--- config.mk ---
export PLATFORM = sky130hd
export DESIGN_NAME = multicycle_control_unit
export DESIGN_NICKNAME = d
export VERILOG_FILES = /design/src/rtl/multicycle_control_unit_pkg.sv /design/src/rtl/multicycle_control_unit_dispatch.sv /design/src/rtl/multicycle_control_unit.sv
export SDC_FILE = /design/constraint.sdc
export NUM_CORES = 1
export LEC_CHECK = 0
export ABC_AREA = 1
export CORE_UTILIZATION = 35
export DETAILED_ROUTE_END_ITERATION = 6
export PLACE_DENSITY = 0.84
export SYNTH_ARGS = -nofsm -noshare
export SYNTH_HDL_FRONTEND = slang
export SYNTH_HIERARCHICAL = 1
export SYNTH_SLANG_ARGS = --single-unit
--- constraint.sdc ---
create_clock -name clk -period 1.35 [get_ports clk]
set_input_delay 0.2025 -clock clk [delete_from_list [all_inputs] [get_ports clk]]
set_output_delay 0.2025 -clock clk [all_outputs]
set_load 0.03 [all_outputs]
--- src/rtl/multicycle_control_unit_pkg.sv ---
`default_nettype none
// ============================================================================
// Module      : multicycle_control_unit_pkg
// Description : Shared constants for the multi-cycle RV32I control unit:
//               opcodes, FSM state encoding and datapath mux encodings.
// Revision    : 1.0 - initial release
// ============================================================================
package multicycle_control_unit_pkg;

  // Major opcodes (Instruction[6:0])
  localparam logic [6:0] c_OP_ALU_R  = 7'b0110011;
  localparam logic [6:0] c_OP_ALU_I  = 7'b0010011;
  localparam logic [6:0] c_OP_LOAD   = 7'b0000011;
  localparam logic [6:0] c_OP_STORE  = 7'b0100011;
  localparam logic [6:0] c_OP_BRANCH = 7'b1100011;
  localparam logic [6:0] c_OP_JAL    = 7'b1101111;
  localparam logic [6:0] c_OP_JALR   = 7'b1100111;
  localparam logic [6:0] c_OP_LUI    = 7'b0110111;
  localparam logic [6:0] c_OP_AUIPC  = 7'b0010111;
  localparam logic [6:0] c_OP_SYSTEM = 7'b1110011;

  // Controller states
  typedef enum logic [3:0] {
    S_FETCH     = 4'd0,
    S_DECODE    = 4'd1,
    S_EXEC_ALU  = 4'd2,
    S_ALU_WB    = 4'd3,
    S_MEM_ADDR  = 4'd4,
    S_LOAD_MEM  = 4'd5,
    S_LOAD_WB   = 4'd6,
    S_STORE_MEM = 4'd7,
    S_BRANCH    = 4'd8,
    S_JAL       = 4'd9,
    S_JALR      = 4'd10,
    S_UPPER     = 4'd11,
    S_HALT      = 4'd12
  } state_t;

  // Writeback source
  localparam logic [1:0] c_WB_ALU = 2'b00;
  localparam logic [1:0] c_WB_MEM = 2'b01;
  localparam logic [1:0] c_WB_PC  = 2'b10;

  // ALU A source
  localparam logic [1:0] c_A_PC     = 2'b00;
  localparam logic [1:0] c_A_RS1    = 2'b01;
  localparam logic [1:0] c_A_OLD_PC = 2'b10;
  localparam logic [1:0] c_A_ZERO   = 2'b11;

  // ALU B source
  localparam logic [1:0] c_B_RS2  = 2'b00;
  localparam logic [1:0] c_B_FOUR = 2'b01;
  localparam logic [1:0] c_B_IMM  = 2'b10;

  // ALU operation class
  localparam logic [1:0] c_ALU_ADD   = 2'b00;
  localparam logic [1:0] c_ALU_BR    = 2'b01;
  localparam logic [1:0] c_ALU_FUNCT = 2'b10;

endpackage
`default_nettype wire

--- src/rtl/multicycle_control_unit_dispatch.sv ---
`default_nettype none
// ============================================================================
// Module      : mc_dispatch
// Description : DECODE-state dispatch table: maps the opcode to the next
//               controller state and flags unknown opcodes.
// Revision    : 1.0 - initial release
// ============================================================================
module mc_dispatch
  import multicycle_control_unit_pkg::*;
(
  input  logic [6:0] i_opcode,
  output state_t     o_next,
  output logic       o_illegal
);

  // Opcode lookup; unknown opcodes return to FETCH with the illegal flag
  always_comb begin
    o_next    = S_FETCH;
    o_illegal = 1'b0;
    case (i_opcode)
      c_OP_ALU_R, c_OP_ALU_I:  o_next = S_EXEC_ALU;
      c_OP_LOAD,  c_OP_STORE:  o_next = S_MEM_ADDR;
      c_OP_BRANCH:             o_next = S_BRANCH;
      c_OP_JAL:                o_next = S_JAL;
      c_OP_JALR:               o_next = S_JALR;
      c_OP_LUI,   c_OP_AUIPC:  o_next = S_UPPER;
      c_OP_SYSTEM:             o_next = S_HALT;
      default:                 o_illegal = 1'b1;
    endcase
  end

endmodule
`default_nettype wire

--- src/rtl/multicycle_control_unit.sv ---
`default_nettype none
// ============================================================================
// Module      : multicycle_control_unit
// Description : Moore control FSM for the multi-cycle RV32I datapath with a
//               mem_ready handshake and wait timeout.
// Revision    : 1.0 - initial release
// ============================================================================
module multicycle_control_unit
  import multicycle_control_unit_pkg::*;
#(
  parameter int N       = 32,
  parameter int TIMEOUT = 15
) (
  input  logic         clk,
  input  logic         rst,
  input  logic [N-1:0] Instruction,
  input  logic         mem_ready,
  output logic         pc_write,
  output logic         pc_write_cond,
  output logic         ir_write,
  output logic         mem_read,
  output logic         mem_write,
  output logic         i_or_d,
  output logic         reg_write,
  output logic [1:0]   wb_sel,
  output logic [1:0]   alu_src_a,
  output logic [1:0]   alu_src_b,
  output logic [1:0]   alu_op,
  output logic         pc_src,
  output logic         illegal,
  output logic         mem_fault,
  output logic         halted
);

  localparam int           W     = $clog2(TIMEOUT + 1);
  localparam logic [W-1:0] c_TMO = W'(TIMEOUT);
  localparam logic [W-1:0] c_ONE = W'(1);

  state_t       r_state;
  state_t       w_state_next;
  state_t       w_decode_next;
  logic [W-1:0] r_wait;
  logic [W-1:0] w_wait_next;
  logic         r_mem_fault;
  logic         w_fault_set;
  logic         w_illegal;
  // Opcode bit 5 separates R/I, store/load and LUI/AUIPC within a class;
  // it is captured in DECODE so later states ignore IR changes.
  logic         r_op5;
  logic         w_unused_instr;

  assign w_unused_instr = ^Instruction[N-1:7];

  mc_dispatch u_dispatch (
    .i_opcode  (Instruction[6:0]),
    .o_next    (w_decode_next),
    .o_illegal (w_illegal)
  );

  // State, wait counter, sticky fault and class bit registers
  always_ff @(posedge clk) begin
    if (!rst) begin
      r_state     <= S_FETCH;
      r_wait      <= '0;
      r_mem_fault <= 1'b0;
      r_op5       <= 1'b0;
    end else begin
      r_state <= w_state_next;
      r_wait  <= w_wait_next;
      if (w_fault_set)
        r_mem_fault <= 1'b1;
      if (r_state == S_DECODE)
        r_op5 <= Instruction[5];
    end
  end

  assign mem_fault = rst & r_mem_fault;

  // Next-state and Moore output decode; everything is held at 0 in reset
  always_comb begin
    w_state_next  = r_state;
    w_wait_next   = r_wait;
    w_fault_set   = 1'b0;
    pc_write      = 1'b0;
    pc_write_cond = 1'b0;
    ir_write      = 1'b0;
    mem_read      = 1'b0;
    mem_write     = 1'b0;
    i_or_d        = 1'b0;
    reg_write     = 1'b0;
    wb_sel        = c_WB_ALU;
    alu_src_a     = c_A_PC;
    alu_src_b     = c_B_RS2;
    alu_op        = c_ALU_ADD;
    pc_src        = 1'b0;
    illegal       = 1'b0;
    halted        = 1'b0;
    if (rst) begin
      case (r_state)
        S_FETCH: begin
          mem_read  = 1'b1;
          alu_src_a = c_A_PC;
          alu_src_b = c_B_FOUR;
          alu_op    = c_ALU_ADD;
          if (mem_ready) begin
            ir_write     = 1'b1;
            pc_write     = 1'b1;
            w_state_next = S_DECODE;
          end else if (r_wait == c_TMO) begin
            w_fault_set  = 1'b1;
            w_state_next = S_HALT;
          end else begin
            w_wait_next = r_wait + c_ONE;
          end
        end
        S_DECODE: begin
          alu_src_a    = c_A_OLD_PC;
          alu_src_b    = c_B_IMM;
          illegal      = w_illegal;
          w_state_next = w_decode_next;
        end
        S_EXEC_ALU: begin
          alu_src_a    = c_A_RS1;
          alu_op       = c_ALU_FUNCT;
          alu_src_b    = r_op5 ? c_B_RS2 : c_B_IMM;
          w_state_next = S_ALU_WB;
        end
        S_ALU_WB: begin
          reg_write    = 1'b1;
          wb_sel       = c_WB_ALU;
          w_state_next = S_FETCH;
        end
        S_MEM_ADDR: begin
          alu_src_a    = c_A_RS1;
          alu_src_b    = c_B_IMM;
          alu_op       = c_ALU_ADD;
          w_state_next = r_op5 ? S_STORE_MEM : S_LOAD_MEM;
        end
        S_LOAD_MEM: begin
          mem_read = 1'b1;
          i_or_d   = 1'b1;
          if (mem_ready) begin
            w_state_next = S_LOAD_WB;
          end else if (r_wait == c_TMO) begin
            w_fault_set  = 1'b1;
            w_state_next = S_HALT;
          end else begin
            w_wait_next = r_wait + c_ONE;
          end
        end
        S_LOAD_WB: begin
          reg_write    = 1'b1;
          wb_sel       = c_WB_MEM;
          w_state_next = S_FETCH;
        end
        S_STORE_MEM: begin
          mem_write = 1'b1;
          i_or_d    = 1'b1;
          if (mem_ready) begin
            w_state_next = S_FETCH;
          end else if (r_wait == c_TMO) begin
            w_fault_set  = 1'b1;
            w_state_next = S_HALT;
          end else begin
            w_wait_next = r_wait + c_ONE;
          end
        end
        S_BRANCH: begin
          alu_src_a     = c_A_RS1;
          alu_src_b     = c_B_RS2;
          alu_op        = c_ALU_BR;
          pc_write_cond = 1'b1;
          pc_src        = 1'b1;
          w_state_next  = S_FETCH;
        end
        S_JAL: begin
          reg_write    = 1'b1;
          wb_sel       = c_WB_PC;
          pc_write     = 1'b1;
          pc_src       = 1'b1;
          w_state_next = S_FETCH;
        end
        S_JALR: begin
          alu_src_a    = c_A_RS1;
          alu_src_b    = c_B_IMM;
          pc_write     = 1'b1;
          reg_write    = 1'b1;
          wb_sel       = c_WB_PC;
          w_state_next = S_FETCH;
        end
        S_UPPER: begin
          alu_src_a    = r_op5 ? c_A_ZERO : c_A_OLD_PC;
          alu_src_b    = c_B_IMM;
          reg_write    = 1'b1;
          wb_sel       = c_WB_ALU;
          w_state_next = S_FETCH;
        end
        S_HALT: begin
          halted = 1'b1;
        end
        default: w_state_next = S_FETCH;
      endcase
      // Every state change restarts the memory wait count
      if (w_state_next != r_state)
        w_wait_next = '0;
    end
  end

endmodule
`default_nettype wire

# Yosys cells after proc, flatten, opt, wreduce, memory -nomap -nowiden
# Cells that the tools add are included.
# word_totals
input_bits	35
ff_bits	10
wordCells	92
# classes
eq_ne	24
reduce_logical	15
n_mux	44
n_addsub	1
n_bitwise	4
# ops
cell	count
one-hot mux 4 bit (7 select lines)	2
equality test 7 bit, second input constant	4
2-to-1 mux 1 bit	26
equality test 4 bit, second input constant	6
equality test 7 x 6 -> 1 bit, second input constant	3
2-to-1 mux 4 bit	5
equality test 4 x 3 -> 1 bit, second input constant	4
OR reduction 2 bit	8
equality test 7 x 5 -> 1 bit, second input constant	2
2-to-1 mux 2 bit	6
one-hot mux 2 bit (3 select lines)	2
OR reduction 10 bit	1
equality test 4 x 2 -> 1 bit, second input constant	2
one-hot mux 2 bit (2 select lines)	2
OR reduction 4 bit	2
equality test 7 x 2 -> 1 bit, second input constant	1
OR reduction 5 bit	1
adder 4 x 1 -> 4 bit, second input constant	1
equality test 4 x 1 -> 1 bit, second input constant	1
zero test 4 bit	1
inequality test 4 bit	1
NOT 1 bit	3
AND reduction 3 bit	1
OR reduction 3 bit	1
other kinds (2)	2

# Depth between registers and ports, before layout
# Gate-level depths: netlist (run 1).
# depth
depth_word	7
mapped_depth	16

# Hierarchy
# Netlist (run 1), hierarchy kept.
# modules_own_cells
module	seq_area_each_um2	cells_each	instances	area_each_um2
multicycle_control_unit	200.2	148	1	835.8
mc_dispatch	0.0	32	1	152.6

# Least setup slack after synthesis (run 1)
# No wires, ideal clock.
# synth_timing
path_type	register to output
from	register r_state[3]
to	output port alu_src_b[1]
setup_slack_ps	-292
arrival_time_ps	1440
stages_incl_launch_ff	7
n_path_buf	0
path_cell_list	dfxtp_1 inv_2 nor2_1 inv_1 nor2_1 nor2_1 a31oi_1
# synth_via
elab_chain_cells	4
elab_cells_between_ends	9
cone_classes	5 x eq/ne; 2 x mux; 2 x reduce/logical
# synth_rtl
item	line_no	text
from (decl)	multicycle_control_unit.sv:39	state_t r_state;
from (signal assigned)	multicycle_control_unit.sv:68	r_state <= w_state_next;
equality test 4 x 1 -> 1 bit (tied with other cells)	multicycle_control_unit.sv:99	case (r_state)
OR reduction 4 bit (no line)	-	
one-hot mux 2 bit (3 select lines) *	multicycle_control_unit.sv:99	
2-to-1 mux 2 bit *	multicycle_control_unit.sv:98	if (rst) begin
to (decl)	multicycle_control_unit.sv:27	output logic [1:0] alu_src_b,
# Mark *: on every way between the ends. The rest lies on a longest branch, timed or not.

# Worst setup path after layout (run 1)
# layout_timing
from	register r_wait[1]
to	register r_wait[2]
# layout_via
elab_chain_cells	7
elab_cells_between_ends	12
cone_classes	1 x add/sub; 2 x eq/ne; 6 x mux; 1 x bitwise; 2 x reduce/logical
# layout_rtl
item	line_no	text
from (decl)	multicycle_control_unit.sv:42	logic [W-1:0] r_wait;
from (signal assigned)	multicycle_control_unit.sv:69	r_wait <= w_wait_next;
equality test 4 bit	multicycle_control_unit.sv:109, multicycle_control_unit.sv:144, multicycle_control_unit.sv:161	
2-to-1 mux 4 bit	multicycle_control_unit.sv:109, multicycle_control_unit.sv:144, multicycle_control_unit.sv:161	
2-to-1 mux 4 bit (on tied branches)	multicycle_control_unit.sv:159, multicycle_control_unit.sv:105, multicycle_control_unit.sv:142	
one-hot mux 4 bit (7 select lines)	multicycle_control_unit.sv:99	
2-to-1 mux 4 bit	multicycle_control_unit.sv:98	
inequality test 4 bit	multicycle_control_unit.sv:204	if (w_state_next != r_state)
OR reduction 2 bit (no line)	-	
# Parallel ways exist; a longest one is shown, timed or not. The select of a mux whose other input is x is not followed.
# A chain may end at the register's enable or synchronous reset.

==> metrics.txt, run 1 <==
Netlist cell types 25; largest net degree at the start of global routing 16; Worst Path Arrival 2.05 ns; DRC 0; Place WS -0.597 ns; Post-CTS Hold Buffers 0; placer's final routability congestion estimate 0.844; Detail Route Antenna Nets 0; Reg2Reg Launch Point r_wait[1]$_SDFFE_PP0P_; antenna cells 0; Mapped Cells 180; Layout Cells excl Fill 308; FF+latch count, synth 10; combinational power share 0.440; core area 0.00257 mm²; Avg WL per Cell 23.6 µm; MaxCap Viol Count 0; Syn-to-layout area delta 141%; Synth top area share 0.203; pins over their slew limit 0; Worst setup EP type flop; Die Ht 55.1 µm; initial drt markers 203; CTS Buf Count 3; Buf/Inv on CP 0; sequential element share of the synthesized area 0.203; critical-path cell list ha_2, nand3_2, nand2_1, nand2_1, nand2_2, nand3_1, nand2_1, nand2_1, nor2_1, nand2_2, nor2_1; Post-synth EDFFs 0; crit share post-route 1.35; biggest area consumer among synthesized cells dfxtp_1; Fill cells 77; total gr overflow 0; DRT Pass-1 Iters 5; Final Hold Vio Count 0; placed cell areas 0.00164 mm²; TNS Setup -8.28 ns; Die Area 0.00304 mm²; Port Buffers 28; WHS 0.490 ns; Cell Pwr Density 472 mW/mm²; post-synthesis cell area 988 µm²; final core utilization 0.929; num rows 18; share of cells above drive strength 1 0.680; Crit-path slowest cell dfxtp_1; Hold Path Origin r_mem_fault$_SDFFE_PN0P_; Clock Power Share 0.278; WS Path Type reg2reg; Slew headroom 0.783; clk sink count 10; max frequency 547 MHz; Mapped Nets 216; Internal 0.673 mW; Layout Nets 315; CP Max Fanout 5; average size of a mapped cell 5.49 µm²; clock buffer depth 2; critical path's most frequent cell nand2_1; RSZ-0062 raised after global routing yes; CTS tree built; sequential share of power 0.282; initial antenna violation count 0; Clock transition at path regs 0.09 ns; static leakage 1.10 nW; top post-synthesis cells by area dfxtp_1, nand2_1, nor2_1, inv_1, nand3_1; CTS H-tree depth 1; minimum clock period 1.83 ns; crit-path leading delay family simple AND/OR/NAND/NOR gates; post-route cell area 0.00238 mm²; WP data required 1.57 ns; Final HPWL DP 2.46 mm; outcome finished with violations; detailed-route wire length 7.28 mm; worst hold path class reg2reg; startpoint type of the worst setup path flop; first-pass GRT wire length 6.54 mm; ys flop type dfxtp_1; via count of the first global-routing pass 1509; CTS root buffer clkbuf_4; yosys warns 6; Final setup viols 29; slowest stage delay, CP 0.36 ns; Total GRT Usage 0.303; Die Span X 55.1 µm; worst-margin pin slew 0.322 ns; dpl cells 278; skew final 0.00160 ns; Initial Util 0.385; Total Power 1.13 mW; clock latency on the worst-skew pair 0.29 ns; Net Switching 0.453 mW; maximum vdd drop 0.000776 V; Vias/cell 6.26; total number of vias 1927; Top Ports 54; failing checks setup timing; switching portion of total power 0.402; worst setup margin -0.479 ns; CP startpoint r_wait[1]$_SDFFE_PP0P_; Async S/R FF share, synth 0
[worst register-to-register path, cell delays in order (launching register included)]
cell and delay (ns):
dfxtp_1 0.36, ha_2 0.21, nand3_2 0.16, nand2_1 0.16, nand2_1 0.09, nand2_2 0.11
nand3_1 0.10, nand2_1 0.11, nand2_1 0.11, nor2_1 0.14, nand2_2 0.09, nor2_1 0.13
[worst paths after layout]
check | endpoint | slack (ns) | depth (start not counted)
worst max-delay path | r_wait[2]$_SDFFE_PP0P_ | -0.48 | 11
worst min-delay path | r_mem_fault$_SDFFE_PN0P_ | 0.49 | 2
worst max register to register | r_wait[2]$_SDFFE_PP0P_ | -0.48 | 11
worst min register to register | r_mem_fault$_SDFFE_PN0P_ | 0.49 | 2
[layer usage]
layer	track usage	share of wire
met4	0.150	0.077
met1	0.342	0.35
met2	0.544	0.45
met5	0	0
met3	0.0492	0.12
[Yosys cell counts, drive strengths merged, types with 2 or more instances]
master / number
dfxtp: 10
nor3: 2
nand2: 57
nand4: 4
nor2: 42
o21ai: 5
xor2: 2
a21oi: 7
clkbuf: 2
a31oi: 2
nand3: 14
inv: 26
[layout make-up]
type                            instances  area [µm²]  area share
Sequential cell                        10         215      0.0902
Tap cell                               30        37.5      0.0157
Clock buffer                            4        36.3      0.0152
Timing Repair Buffer                   96         905       0.379
Inverter                               26         108      0.0451
Multi-Input combinational cell        142        1080       0.454
[state kept, by name, summed over array words and instances (netlist names)]
signal and cells:
r_wait 4, r_state 4, r_op5 1, r_mem_fault 1
[logic make-up (layout without fill, tap and decap cells)]
group                      after synthesis  in the layout  synth area share
AOI/OAI and AO/OA                       19             19             0.116
xor gates and xnor gates                 3              3            0.0266
adders and majority gates                1              1            0.0127
buffers and inverters                   28            126             0.106
DFF                                     10             10             0.203
and+or+nand+nor                        119            119             0.535
[cell usage in the layout (no fill, tap or decap), types with 2 or more instances in the layout]
cell type / count
buf_4: 45
buf_6: 41
nand2_1: 29
nand2_2: 23
nor2_4: 22
inv_1: 14
nor2_1: 12
inv_2: 8
nor2_2: 8
nand3_2: 7
dfxtp_1: 6
nand3_1: 5
inv_4: 4
nand2_4: 4
a21oi_2: 4
nand4_1: 4
dlygate4sd2_1: 4
dfxtp_4: 4
clkbuf_4: 3
clkdlybuf4s15_1: 3
nand3_4: 2
o21ai_4: 2
a21oi_1: 2
xor2_1: 2
o21ai_0: 2
clkdlybuf4s50_1: 2
[what timing repair did]
item	CTS	global route
setup buffers	16	13
setup endpoints to repair	26	27
pin swaps	26	24
gates resized for setup	90	64
endpoints found under the hold margin	0	0
[power by group through the flow]
stage / registers, mW / logic, mW / clock network, mW
3_3_place_gp: 0.323 / 0.301 / 0
5_1_grt: 0.318 / 0.514 / 0.323
3_5_place_dp: 0.323 / 0.306 / 0
2_1_floorplan: 0.323 / 0.160 / 0
6_report: 0.317 / 0.495 / 0.313
4_1_cts: 0.312 / 0.372 / 0.292
(Power assumes the default switching activity.)
==> run 2, diff against run 1 <==
Settings changed: SKIP_CTS_REPAIR_TIMING from default to 1.
==> run 2 against run 1 <==
Against the previous run:
- the flow still finishes with violations (setup timing)
- clock-buffer cell count unchanged
- critical path type is now reg2out
- register-to-register slack better by 0.16 ns
- setup slack better by 0.12 ns
- clock skew up 0.0038 ns
- clock power down 8.0%
- sequential power down 1%
- critical path depth down 5
- via count down 20%
- maximum frequency up 7.2%
==> metrics.txt, run 2 (synthesized netlist as in run 1, its figures left out) <==
max frequency 586 MHz (+7.2%); Clock transition at path regs 0.08 ns (about the same); via count of the first global-routing pass 1137 (-25%); maximum vdd drop 0.000717 V (-7.7%); TNS Setup -5.90 ns (+2.38 ns); crit share post-route 1.26 (-0.0909); worst setup margin -0.356 ns (+0.123 ns); core area 0.00257 mm² (unchanged); startpoint type of the worst setup path flop; share of cells above drive strength 1 0.589 (-0.0905); WP data required 1.15 ns (-0.42 ns); placer's final routability congestion estimate 0.844 (unchanged); Final Hold Vio Count 0 (unchanged); initial drt markers 39 (-81%); hold path depth 3 (+1); clk sink count 10 (unchanged); minimum clock period 1.71 ns (-0.123 ns); outcome finished with violations; commonest non-fill, non-tap cell in the layout buf_4; Fill cells 138 (+79%); CTS Buf Count 3 (unchanged); Hold Crit Endpoint r_op5$_SDFFE_PN0P_; FF-to-FF path depth 10 (-1); first-pass GRT wire length 4.70 mm (-28%); Cell Pwr Density 480 mW/mm² (+1.6%); CTS tree built; CP Max Fanout 6 (+1); detailed-route wire length 4.31 mm (-41%); worst hold path class in2reg; Initial Util 0.385 (unchanged); WS Path Type reg2out; DRT Pass-1 Iters 4 (-1); most frequent cells in the layout buf_4, nand2_1, buf_6; dpl cells 278 (unchanged); flop-to-flop setup slack -0.32 ns (+0.16 ns); clock buffer depth 2 (unchanged); failing checks setup timing; final core utilization 0.816 (-0.113); RSZ-0062 raised after global routing yes; antenna cells 0 (unchanged); total number of vias 1537 (-20%); static leakage 1.04 nW (-5.0%); Detail Route Antenna Nets 0 (unchanged); Layout Nets 300 (-4.8%); Slew headroom 0.803 (+0.0201); Die Area 0.00304 mm² (unchanged); num rows 18 (unchanged); pins over their slew limit 0 (unchanged); Die Span X 55.1 µm (unchanged); Register Area 215 µm² (unchanged); Layout Cells excl Fill 293 (-4.9%); Port Buffers 28 (unchanged); Reg2Reg Launch Point r_state[2]$_SDFF_PN0_; Worst setup EP type output pin; Vias/cell 5.25 (-16%); clock latency on the worst-skew pair 0.27 ns (-0.02 ns); MaxCap Viol Count 0 (unchanged); Final setup viols 23 (-21%); initial antenna violation count 0 (unchanged); Syn-to-layout area delta 112%; Avg WL per Cell 14.7 µm (-38%); DRC 0 (unchanged); total gr overflow 0 (unchanged); CTS root buffer clkbuf_4; biggest regs r_state (4), r_wait (4); Top Ports 54 (unchanged); largest net degree at the start of global routing 16 (unchanged); reg-to-reg endpoint r_wait[2]$_SDFFE_PP0P_; Worst Path Arrival 1.50 ns (-0.55 ns); CTS H-tree depth 1 (unchanged); worst-margin pin slew 0.293 ns (-0.0292 ns); skew final 0.00539 ns (+0.00379 ns); Die Ht 55.1 µm (unchanged); Total GRT Usage 0.213 (-0.0899); Multi-input gate area 950 µm² (-12%); Hold Path Origin Instruction[5]; Final HPWL DP 2.46 mm (unchanged)
run 2: cell count changes in the layout (fill, tap and decap cells not counted), sizes merged:
cell and delta:
buf -15, dlymetal6s2s +7, dlygate4sd2 -4, clkdlybuf4s15 -3
run 2: worst max-delay path by stage:
stage	cells past startpoint	end	start	slack, ns
finish	6	alu_src_a[0]	r_state[1]$_SDFF_PN0_	-0.36
global route	8	reg_write	r_state[3]$_SDFF_PN0_	-0.43
CTS	6	pc_write	r_state[2]$_SDFF_PN0_	-0.53
detailed placement	14	r_wait[2]$_SDFFE_PP0P_	Instruction[4]	-0.60
global placement	15	r_wait[2]$_SDFFE_PP0P_	Instruction[1]	-0.52
floorplan	6	alu_src_b[1]	r_state[3]$_SDFF_PN0_	-0.15
run 2: final cells by class:
type | count | share of cell area
Multi-Input combinational cell | 142 | 0.453
Sequential cell | 10 | 0.103
Inverter | 26 | 0.0502
Clock buffer | 4 | 0.0173
Tap cell | 30 | 0.0179
Timing Repair Buffer | 81 | 0.358
run 2: routing by layer:
metal	global-route usage	vias up	routed length (µm)
met5	0	-	0
met4	0.0667	0	87
met3	0.0246	10	302
met2	0.367	75	2110
met1	0.275	711	1820
li1	-	741	-
run 2: where the power goes:
group / internal, mW / switching [mW]
clock: 0.164 / 0.124
sequential: 0.299 / 0.0141
combinational: 0.181 / 0.223
run 2: stage by stage:
step / total power [mW] / setup slack (ns) / hold WS (ns) / area, µm²
floorplan: 0.483 / -0.154 / 0.333 / 1040
global placement: 0.624 / -0.523 / 0.435 / 1640
detailed placement: 0.629 / -0.597 / 0.441 / 1640
CTS: 0.917 / -0.534 / 0.459 / 1670
global route: 1.05 / -0.428 / 0.365 / 2090
finish: 1.00 / -0.356 / 0.374 / 2090
run 2: critical path: stages, from the launching register on:
cell and delay, ns:
dfxtp_4 0.41, inv_4 0.06, nor2_4 0.18, nand2_2 0.11, buf_6 0.14, a41oi_2 0.18, buf_6 0.16
==> run 3, diff against run 2 <==
Settings changed: ABC_CLOCK_PERIOD_IN_PS from default to 1350, SLEW_MARGIN from default to 20.
==> results of run 3 <==
No change in the layout: final DEF, timing and power equal those of run 2.
